`config.mk`:
```
export PLATFORM = sky130hd
export DESIGN_NAME = axi_rd_arbiter
export DESIGN_NICKNAME = d
export VERILOG_FILES = /design/src/rtl/axi_rd_arbiter_pkg.sv /design/src/rtl/axi_rd_arbiter_rr.sv /design/src/rtl/axi_rd_arbiter.sv
export SDC_FILE = /design/constraint.sdc
export NUM_CORES = 1
export LEC_CHECK = 0
export ABC_AREA = 1
export CORE_ASPECT_RATIO = 1.2
export CORE_MARGIN = 2
export CORE_UTILIZATION = 30
export CTS_CLUSTER_DIAMETER = 50
export DETAILED_ROUTE_END_ITERATION = 16
export PLACE_DENSITY = 0.81
export SKIP_LAST_GASP = 1
export SYNTH_ARGS = -nofsm -noshare
export SYNTH_HDL_FRONTEND = slang
export SYNTH_HIERARCHICAL = 1
export SYNTH_SLANG_ARGS = --single-unit
```
`constraint.sdc`:
```
create_clock -name clk -period 3.4 [get_ports clk]
set_clock_uncertainty 0.15 [all_clocks]
set_input_delay 0.51 -clock clk [delete_from_list [all_inputs] [get_ports clk]]
set_output_delay 0.51 -clock clk [all_outputs]
set_load 0.02 [all_outputs]
```
`src/rtl/axi_rd_arbiter_pkg.sv`:
```
// Shared AXI read-channel types and arbiter-local definitions.
package axi_rd_arbiter_pkg;

  localparam int unsigned AXI_ID_WIDTH   = 4;
  localparam int unsigned AXI_ADDR_WIDTH = 32;
  localparam int unsigned AXI_DATA_WIDTH = 32;

  typedef logic [AXI_ID_WIDTH-1:0]   axi_id_t;
  typedef logic [AXI_ADDR_WIDTH-1:0] axi_addr_t;
  typedef logic [7:0]                axi_len_t;
  typedef logic [2:0]                axi_size_t;
  typedef logic [1:0]                axi_burst_t;
  typedef logic [AXI_DATA_WIDTH-1:0] axi_data_t;
  typedef logic [1:0]                axi_resp_t;

  // Wide enough for MAX_OUTST up to 15.
  localparam int unsigned CNT_W = 4;
  typedef logic [CNT_W-1:0] outst_cnt_t;

  typedef enum logic {
    AR_IDLE,
    AR_HOLD
  } ar_state_e;

endpackage

```
`src/rtl/axi_rd_arbiter_rr.sv`:
```
// Round-robin arbiter: first requester at or after the pointer wins.
module rr_arbiter #(
  parameter int unsigned N = 2
) (
  input  logic                 clk,
  input  logic                 rst_n,
  input  logic [N-1:0]         req,
  input  logic                 advance,
  output logic [N-1:0]         gnt,
  output logic [$clog2(N)-1:0] gnt_idx
);

  localparam int unsigned IW = $clog2(N);

  logic [IW-1:0] r_ptr;
  logic [IW-1:0] w_idx;
  logic          w_found;
  int unsigned   w_cand;

  // Scan from the farthest offset down so the nearest requester is written last.
  always_comb begin
    w_idx   = r_ptr;
    w_cand  = 0;
    w_found = |req;
    for (int unsigned k = N; k > 0; k--) begin
      w_cand = (32'(r_ptr) + k - 1) % N;
      if (req[w_cand]) w_idx = IW'(w_cand);
    end
  end

  always_comb begin
    gnt = '0;
    if (w_found) gnt[w_idx] = 1'b1;
  end

  assign gnt_idx = w_idx;

  always_ff @(posedge clk) begin
    if (!rst_n) begin
      r_ptr <= '0;
    end else if (advance && w_found) begin
      r_ptr <= (w_idx == IW'(N - 1)) ? '0 : w_idx + 1'b1;
    end
  end

endmodule

```
`src/rtl/axi_rd_arbiter.sv`:
```
// N-to-1 AXI read arbiter: round-robin AR with ID tagging, ID-routed R demux,
// and a per-master outstanding-burst limit.
module axi_rd_arbiter
  import axi_rd_arbiter_pkg::*;
#(
  parameter int unsigned N_MST     = 2,
  parameter int unsigned MAX_OUTST = 4
) (
  input  logic                 clk,
  input  logic                 rst_n,
  input  logic [N_MST-1:0]     s_arvalid,
  output logic [N_MST-1:0]     s_arready,
  input  axi_id_t              s_arid    [N_MST],
  input  axi_addr_t            s_araddr  [N_MST],
  input  axi_len_t             s_arlen   [N_MST],
  input  axi_size_t            s_arsize  [N_MST],
  input  axi_burst_t           s_arburst [N_MST],
  output logic                 m_arvalid,
  input  logic                 m_arready,
  output axi_id_t              m_arid,
  output axi_addr_t            m_araddr,
  output axi_len_t             m_arlen,
  output axi_size_t            m_arsize,
  output axi_burst_t           m_arburst,
  input  logic                 m_rvalid,
  input  axi_id_t              m_rid,
  input  axi_data_t            m_rdata,
  input  axi_resp_t            m_rresp,
  input  logic                 m_rlast,
  output logic                 m_rready,
  output logic [N_MST-1:0]     s_rvalid,
  output logic [N_MST-1:0]     s_rlast,
  output axi_id_t              s_rid,
  output axi_data_t            s_rdata,
  output axi_resp_t            s_rresp,
  input  logic [N_MST-1:0]     s_rready
);

  localparam int unsigned MIDX_W = $clog2(N_MST);

  ar_state_e          r_state;
  outst_cnt_t         r_cnt [N_MST];
  logic [N_MST-1:0]   w_elig;
  logic [N_MST-1:0]   w_gnt;
  logic [MIDX_W-1:0]  w_gidx;
  logic               w_grant;
  axi_id_t            w_tag_id;
  logic [MIDX_W-1:0]  w_owner;
  logic               w_owner_ok;
  logic               w_rdone;
  logic [N_MST-1:0]   w_inc;
  logic [N_MST-1:0]   w_dec;

  always_comb begin
    w_elig = '0;
    for (int unsigned i = 0; i < N_MST; i++) begin
      w_elig[i] = s_arvalid[i] && (r_cnt[i] < CNT_W'(MAX_OUTST));
    end
  end

  assign w_grant = rst_n && (r_state == AR_IDLE) && (|w_elig);

  rr_arbiter #(
    .N (N_MST)
  ) u_rr (
    .clk     (clk),
    .rst_n   (rst_n),
    .req     (w_elig),
    .advance (w_grant),
    .gnt     (w_gnt),
    .gnt_idx (w_gidx)
  );

  assign s_arready = w_grant ? w_gnt : '0;

  always_comb begin
    w_tag_id = s_arid[w_gidx];
    w_tag_id[AXI_ID_WIDTH-1 -: MIDX_W] = w_gidx;
  end

  always_ff @(posedge clk) begin
    if (!rst_n) begin
      r_state   <= AR_IDLE;
      m_arvalid <= 1'b0;
      m_arid    <= '0;
      m_araddr  <= '0;
      m_arlen   <= '0;
      m_arsize  <= '0;
      m_arburst <= '0;
    end else begin
      case (r_state)
        AR_IDLE: begin
          if (w_grant) begin
            r_state   <= AR_HOLD;
            m_arvalid <= 1'b1;
            m_arid    <= w_tag_id;
            m_araddr  <= s_araddr[w_gidx];
            m_arlen   <= s_arlen[w_gidx];
            m_arsize  <= s_arsize[w_gidx];
            m_arburst <= s_arburst[w_gidx];
          end
        end
        AR_HOLD: begin
          if (m_arready) begin
            r_state   <= AR_IDLE;
            m_arvalid <= 1'b0;
          end
        end
        default: begin
          r_state   <= AR_IDLE;
          m_arvalid <= 1'b0;
        end
      endcase
    end
  end

  assign w_owner = m_rid[AXI_ID_WIDTH-1 -: MIDX_W];

  // Tag values beyond N_MST-1 can only occur for non-power-of-two N_MST; route them nowhere.
  if ((2 ** MIDX_W) == N_MST) begin : g_owner_pow2
    assign w_owner_ok = 1'b1;
  end else begin : g_owner_npow2
    assign w_owner_ok = (w_owner <= MIDX_W'(N_MST - 1));
  end

  always_comb begin
    s_rvalid = '0;
    s_rlast  = '0;
    m_rready = 1'b0;
    if (w_owner_ok) begin
      s_rlast[w_owner] = m_rlast;
      if (rst_n) begin
        s_rvalid[w_owner] = m_rvalid;
        m_rready          = s_rready[w_owner];
      end
    end
  end

  always_comb begin
    s_rid = m_rid;
    s_rid[AXI_ID_WIDTH-1 -: MIDX_W] = '0;
  end

  assign s_rdata = m_rdata;
  assign s_rresp = m_rresp;

  assign w_rdone = m_rvalid && m_rready && m_rlast;

  always_comb begin
    w_inc = '0;
    w_dec = '0;
    for (int unsigned i = 0; i < N_MST; i++) begin
      w_inc[i] = w_grant && w_gnt[i];
      w_dec[i] = w_rdone && w_owner_ok && (w_owner == MIDX_W'(i));
    end
  end

  always_ff @(posedge clk) begin
    for (int unsigned i = 0; i < N_MST; i++) begin
      if (!rst_n) begin
        r_cnt[i] <= '0;
      end else if (w_inc[i] && !w_dec[i]) begin
        r_cnt[i] <= r_cnt[i] + 1'b1;
      end else if (w_dec[i] && !w_inc[i] && (r_cnt[i] != '0)) begin
        r_cnt[i] <= r_cnt[i] - 1'b1;
      end
    end
  end

endmodule

```
Word level (Yosys, flattened, before mapping). Memories as Yosys holds them, arrays and structs flattened. Cells that the tools add are included. Widths: inputs -> output; s select.

Add/subtract/negate cells: 9. Order comparisons: 9. Equality and inequality tests: 2. Multiplexer cells: 57. Bitwise logic cells: 9. Reduce and logical (&&, ||, !) cells: 28.

Operators with widths (count): $mux 32 (3); $mux 1 (31); $mux 8 (3); $logic_and 1x1->1 (19); $mux 3 (6); $mux 4 (4); $mux 2 (6); $add 4x1->4 const B (2); $lt 1x2->1 const B (4); $lt 4x3->1 const B (2); $reduce_bool 4->1 (2); $sub 4x1->4 const B (2); $and 2x2->2 (2); $logic_not 1->1 (4); $or 1x1->1 (4); $pmux 1 s2 (2); $reduce_and 2->1 (2); $add 1x1->1 const B (3); $demux 1 s1 (2); $ge 1x1->1 const B (2); $ge 2x2->1 const B (1); $ne 2x1->1 const B (1); $ne 2x2->1 const B (1); $not 1->1 (2); 3 further kinds (4).

Bits in registers: 52. Bits in writable memories: 8. Input bits: 145. Output and inout bits: 95. Memories: 1.

Memories: r_cnt (words 2, width 4, read ports 2, clocked after memory_dff 0, write ports 2, RTL line axi_rd_arbiter.sv:42) `outst_cnt_t r_cnt [N_MST];`.

Longest topological paths before layout. Gate-level depths: netlist of the first run. An unclocked memory read counts as a cell.

Depth in word-level cells: 21. Gate-level depth with buffers: 17. Gate-level depth less buffers: 17.

Modules after synthesis. Netlist of the first run, hierarchy kept.

Modules (own cells, without submodules): axi_rd_arbiter (times used 1, cells an instance 499, area an instance 3311.9 um^2, seq. area each 1261.2 um^2); rr_arbiter (times used 1, cells an instance 12, area an instance 76.3 um^2, seq. area each 20.0 um^2).

Worst setup path before layout of the first run. OpenSTA, ideal clock, no wires.

Path kind: input to register. Start: input rst_n. End: memory r_cnt[1][3] in the netlist's numbering (data pin). Library setup time: 0.249 ns. Arrival time: 2.008 ns. Slack: 0.993 ns. Stages: 16. Cells stage by stage: buf_4 > nand3_1 > nand2_2 > nand2_1 > nor2_1 > nand3_2 > inv_1 > ha_1 > a21oi_1 > nand2_1 > nand2_1 > nand2_1 > inv_1 > nand2_1 > nand2_1 > inv_1.

RTL lines: start, declared (RTL line axi_rd_arbiter.sv:10) `input logic rst_n,`; end, declared (RTL line axi_rd_arbiter.sv:42).

Worst setup path in the final report of the first run.
Start: input s_arvalid[1]. End: output s_arready[0].

Word-level cells in the longest chain between the ends: 11. Elaborated cells on any way between the ends: 16.

RTL lines: start, declared (RTL line axi_rd_arbiter.sv:11) `input logic [N_MST-1:0] s_arvalid,`; $logic_and 1x1->1 * (RTL line axi_rd_arbiter.sv:57) `w_elig[i] = s_arvalid[i] && (r_cnt[i] < CNT_W'(MAX_OUTST));`; net w_elig[1] (RTL line axi_rd_arbiter.sv:43) `logic [N_MST-1:0] w_elig;`; $mux 1 (not written as such) (2 in a row) (RTL line axi_rd_arbiter_rr.sv:27) `if (req[w_cand]) w_idx = IW'(w_cand);`; $mux 1 (2 in a row) (RTL line axi_rd_arbiter_rr.sv:27); $lt 1x2->1 (not written as such) or $ge 1x1->1 (tied branches) (RTL line axi_rd_arbiter_rr.sv:33) `if (w_found) gnt[w_idx] = 1'b1;`; $logic_and 1x1->1 (not written as such) (RTL line axi_rd_arbiter_rr.sv:33); $mux 1 (not written as such) (RTL line axi_rd_arbiter_rr.sv:33); $demux 1 s1; $mux 2 * (RTL line axi_rd_arbiter_rr.sv:33); net w_gnt[0] (RTL line axi_rd_arbiter.sv:44) `logic [N_MST-1:0] w_gnt;`; $mux 2 * (RTL line axi_rd_arbiter.sv:74) `assign s_arready = w_grant ? w_gnt : '0;`; end, declared (RTL line axi_rd_arbiter.sv:12) `output logic [N_MST-1:0] s_arready,`.

The timed path passes the listed nets; every way through them passes the cells marked *. The select of a mux whose other input is x is not followed.

==> results.yml, run 1 <==
run_status:
  outcome: "complete, no violations"
die:
  rows: 42
  die_y_um: 120.4
  chipWidth_um: 101.0
  start_util_pct: 30.70
  io_pins: 240
  die_area_um2: 12160
  core_um2: 11040
clocking:
  postCtsSetupRepairBufs: 0
  clk_pin_slew_worst_paths_ps: 50
  cts_num_sinks: 60
  numCtsBuffers: 9
  clockRootBuffer: "clkbuf_16"
  cts_hold_buf: 0
  htree_num_levels: 3
  ctsResizeCount: 0
  clk_path_buf_depth: 2
  cts_tree: "done"
  clk_latency_ps: 320
placement:
  finalWeightedCongestion: 0.7562
  dp.cells: 746
  numPortBuffers: 162
  dpl_cell_area_um2: 4787
  pre_cts_ws_ps: 357.9
  post-dp-hpwl_um: 6689
final_layout:
  fillers: 1125
  multi_input_area_um2: 1590
  drive_gt1_share_pct: 5.079
  n_antenna_cell: 0
  seq_area_um2: 1281
  fin_area_um2: 5057
  final_core_util_pct: 45.83
  nets: 775
  syn_to_final_growth_pct: 49.26
  final_cells: 762
synth:
  avgSynthCellArea_um2: 6.631
  synth_area_leaders: "dfxtp_1 31%, nand2_1 18%, nor2_1 11%"
  yosys.area.top_type: "dfxtp_1"
  synth-seq-cells: 60
  ys_types: 27
  syn_inst: 511
  synth_nets: 661
  ys_warn_count: 6
  seq_area_frac_synth_pct: 37.81
  synth_top_area_share_pct: 30.72
  syn-cell-area_um2: 3388
timing:
  finalMaxSlewViolations: 0
  hold_viol_final: 0
  tns_ps: 0
  worst_slack_ps: 484.8
  relSlewSlack_pct: 64.34
  hold-worst-slack_ps: 322.5
  finalCriticalPeriod_ps: 2915
  fmax_mhz: 343.0
  setup_viol: 0
  fin_crit_sh_pct: 85.74
  rsz0062_at_grt: "false"
  tightestPinTransition_ps: 535.0
worst_setup_path:
  cp.required_ps: 2740
  timing.rr.end: "r_cnt[1][3]$_SDFFCE_PN0P_"
  worst-r2r-setup-slack_ps: 840
  crit_path_max_fanout: 5
  arrival_ps: 2260
  rr_startpoint: "r_cnt[1][2]$_SDFFCE_PN0P_"
  reg2reg_depth: 17
  cp-start-kind: "primary input"
  crit_type: "in2out"
  end_kind: "primary output"
run:
  maxCapViolations: 0
power_and_ir_drop:
  ir_drop_mv: 0.2121
  p_leak_nw: 2.220
  power_density_nw_per_um2: 436.6
  power_mw: 2.208
routing:
  avgViaCountPerCell: 4.453
  wl_per_cell_um: 12.22
  first_iter_violations: 132
  drc: 0
  wirelength_um: 9311
  wl_met1_um: 3680
  route.met2.wl_um: 4644
  first_pass_iters: 4
  topRoutingLayerUsed: "met4"
  ant_nets: 0
  vias: 3393
  wl_met3_um: 637
global_route:
  grt-ovfl-total: 0
  grt_pass1_wl_um: 14210
  gr-usage-all-layers_pct: 15.06
  grt_pass1_vias: 2977
  grt_start_max_net_pins: 54
  antenna_found_initial: 0
min_path:
  holdCritStartpoint: "u_rr/r_ptr$_SDFFE_PN0P_"
  whs_endpoint: "u_rr/r_ptr$_SDFFE_PN0P_"
  hold_class: "reg2reg"
  hold_path_depth: 2
==> routing by layer <==
layer  vias up  track usage [%]
li1       1782                -
met1      1459            15.95
met2       121            26.46
met3        31            3.815
met4         0            9.122
met5         -                0
==> Yosys cell counts (all sizes together) <==
library cell  instances
nand2               165
nor2                 99
buf                  54
o21ai                54
dfxtp                52
inv                  25
nand3                20
clkbuf               10
a21oi                 8
edfxtp                8
ha                    4
nor3                  3
xor2                  3
xnor2                 2
and2                  1
conb                  1
fa                    1
nand4                 1
==> layout make-up <==
cell class / instances / area share, %
well taps: 132 / 3.266
inverters: 25 / 1.905
clock inverters: 5 / 0.5443
clock buffers: 11 / 4.800
multi-input cells: 362 / 31.44
flip-flops and latches: 60 / 25.33
repair buffers: 167 / 32.71
==> cells by family (layout without fill, tap and decap cells) <==
kind of cell,after synthesis,after routing,synth area share (%)
other,1,1,0.1107
AND/OR/NAND/NOR,289,289,33.97
AO/OA/AOI/OAI,62,62,9.269
flip-flops,60,60,37.81
adder cells (fa/ha/maj),5,5,2.068
XOR/XNOR,5,5,1.293
buffers and inverters,89,208,15.47
==> critical path, cell delays in order <==
cell and delay [ps]:
clkdlybuf4s50_1 400, nand3_1 120, inv_1 80, nand2_1 90, and2_4 160, nand3_1 100, inv_1 150, clkdlybuf4s50_1 640
==> state kept, by name, indices dropped and copies added, names as in the netlist <==
register	flops
r_cnt	8
m_arsize	3
u_rr/r_ptr	1
m_arvalid	1
m_araddr	32
m_arid	4
r_state	1
m_arburst	2
m_arlen	8
==> power breakdown <==
group	switching (mW)	internal (mW)
combinational	0.287	0.281
sequential	0.0319	0.781
clock	0.321	0.507
total	0.639	1.57
==> worst max path at each step <==
stage                               start                   endpoint  slack [ps]  cells past startpoint
finish                       s_arvalid[1]               s_arready[0]         480                      8
floorplan                           rst_n  r_cnt[1][3]$_SDFFCE_PN0P_         990                     16
global placement             s_arvalid[1]  r_cnt[1][3]$_SDFFCE_PN0P_         390                     17
global route        r_cnt[0][2]$_DFFE_PP_               s_arready[0]         370                      7
CTS                          s_arvalid[1]               s_arready[0]         490                      8
detailed placement           s_arvalid[1]  r_cnt[1][3]$_SDFFCE_PN0P_         360                     17
==> cell usage in the layout, fill, tap and decap left out, types with 3 or more instances in the layout <==
| master | n |
|---|---|
| clkinv_2 | 4 |
| edfxtp_1 | 8 |
| nor2_1 | 97 |
| nand3_1 | 18 |
| clkdlybuf4s50_1 | 161 |
| clkbuf_16 | 9 |
| dfxtp_1 | 52 |
| nor3_1 | 3 |
| nand2_1 | 161 |
| a21oi_1 | 7 |
| xor2_1 | 3 |
| inv_1 | 23 |
| o21ai_0 | 53 |
| nand2_2 | 3 |
| buf_4 | 5 |
| ha_1 | 4 |
No activity file was read; power rests on OpenSTA's default activity.
==> run 2: changes to the inputs <==
SLEW_MARGIN = 20   (was default)
==> results of run 2 <==
No change in the layout: final DEF, timing and power equal those of run 1.
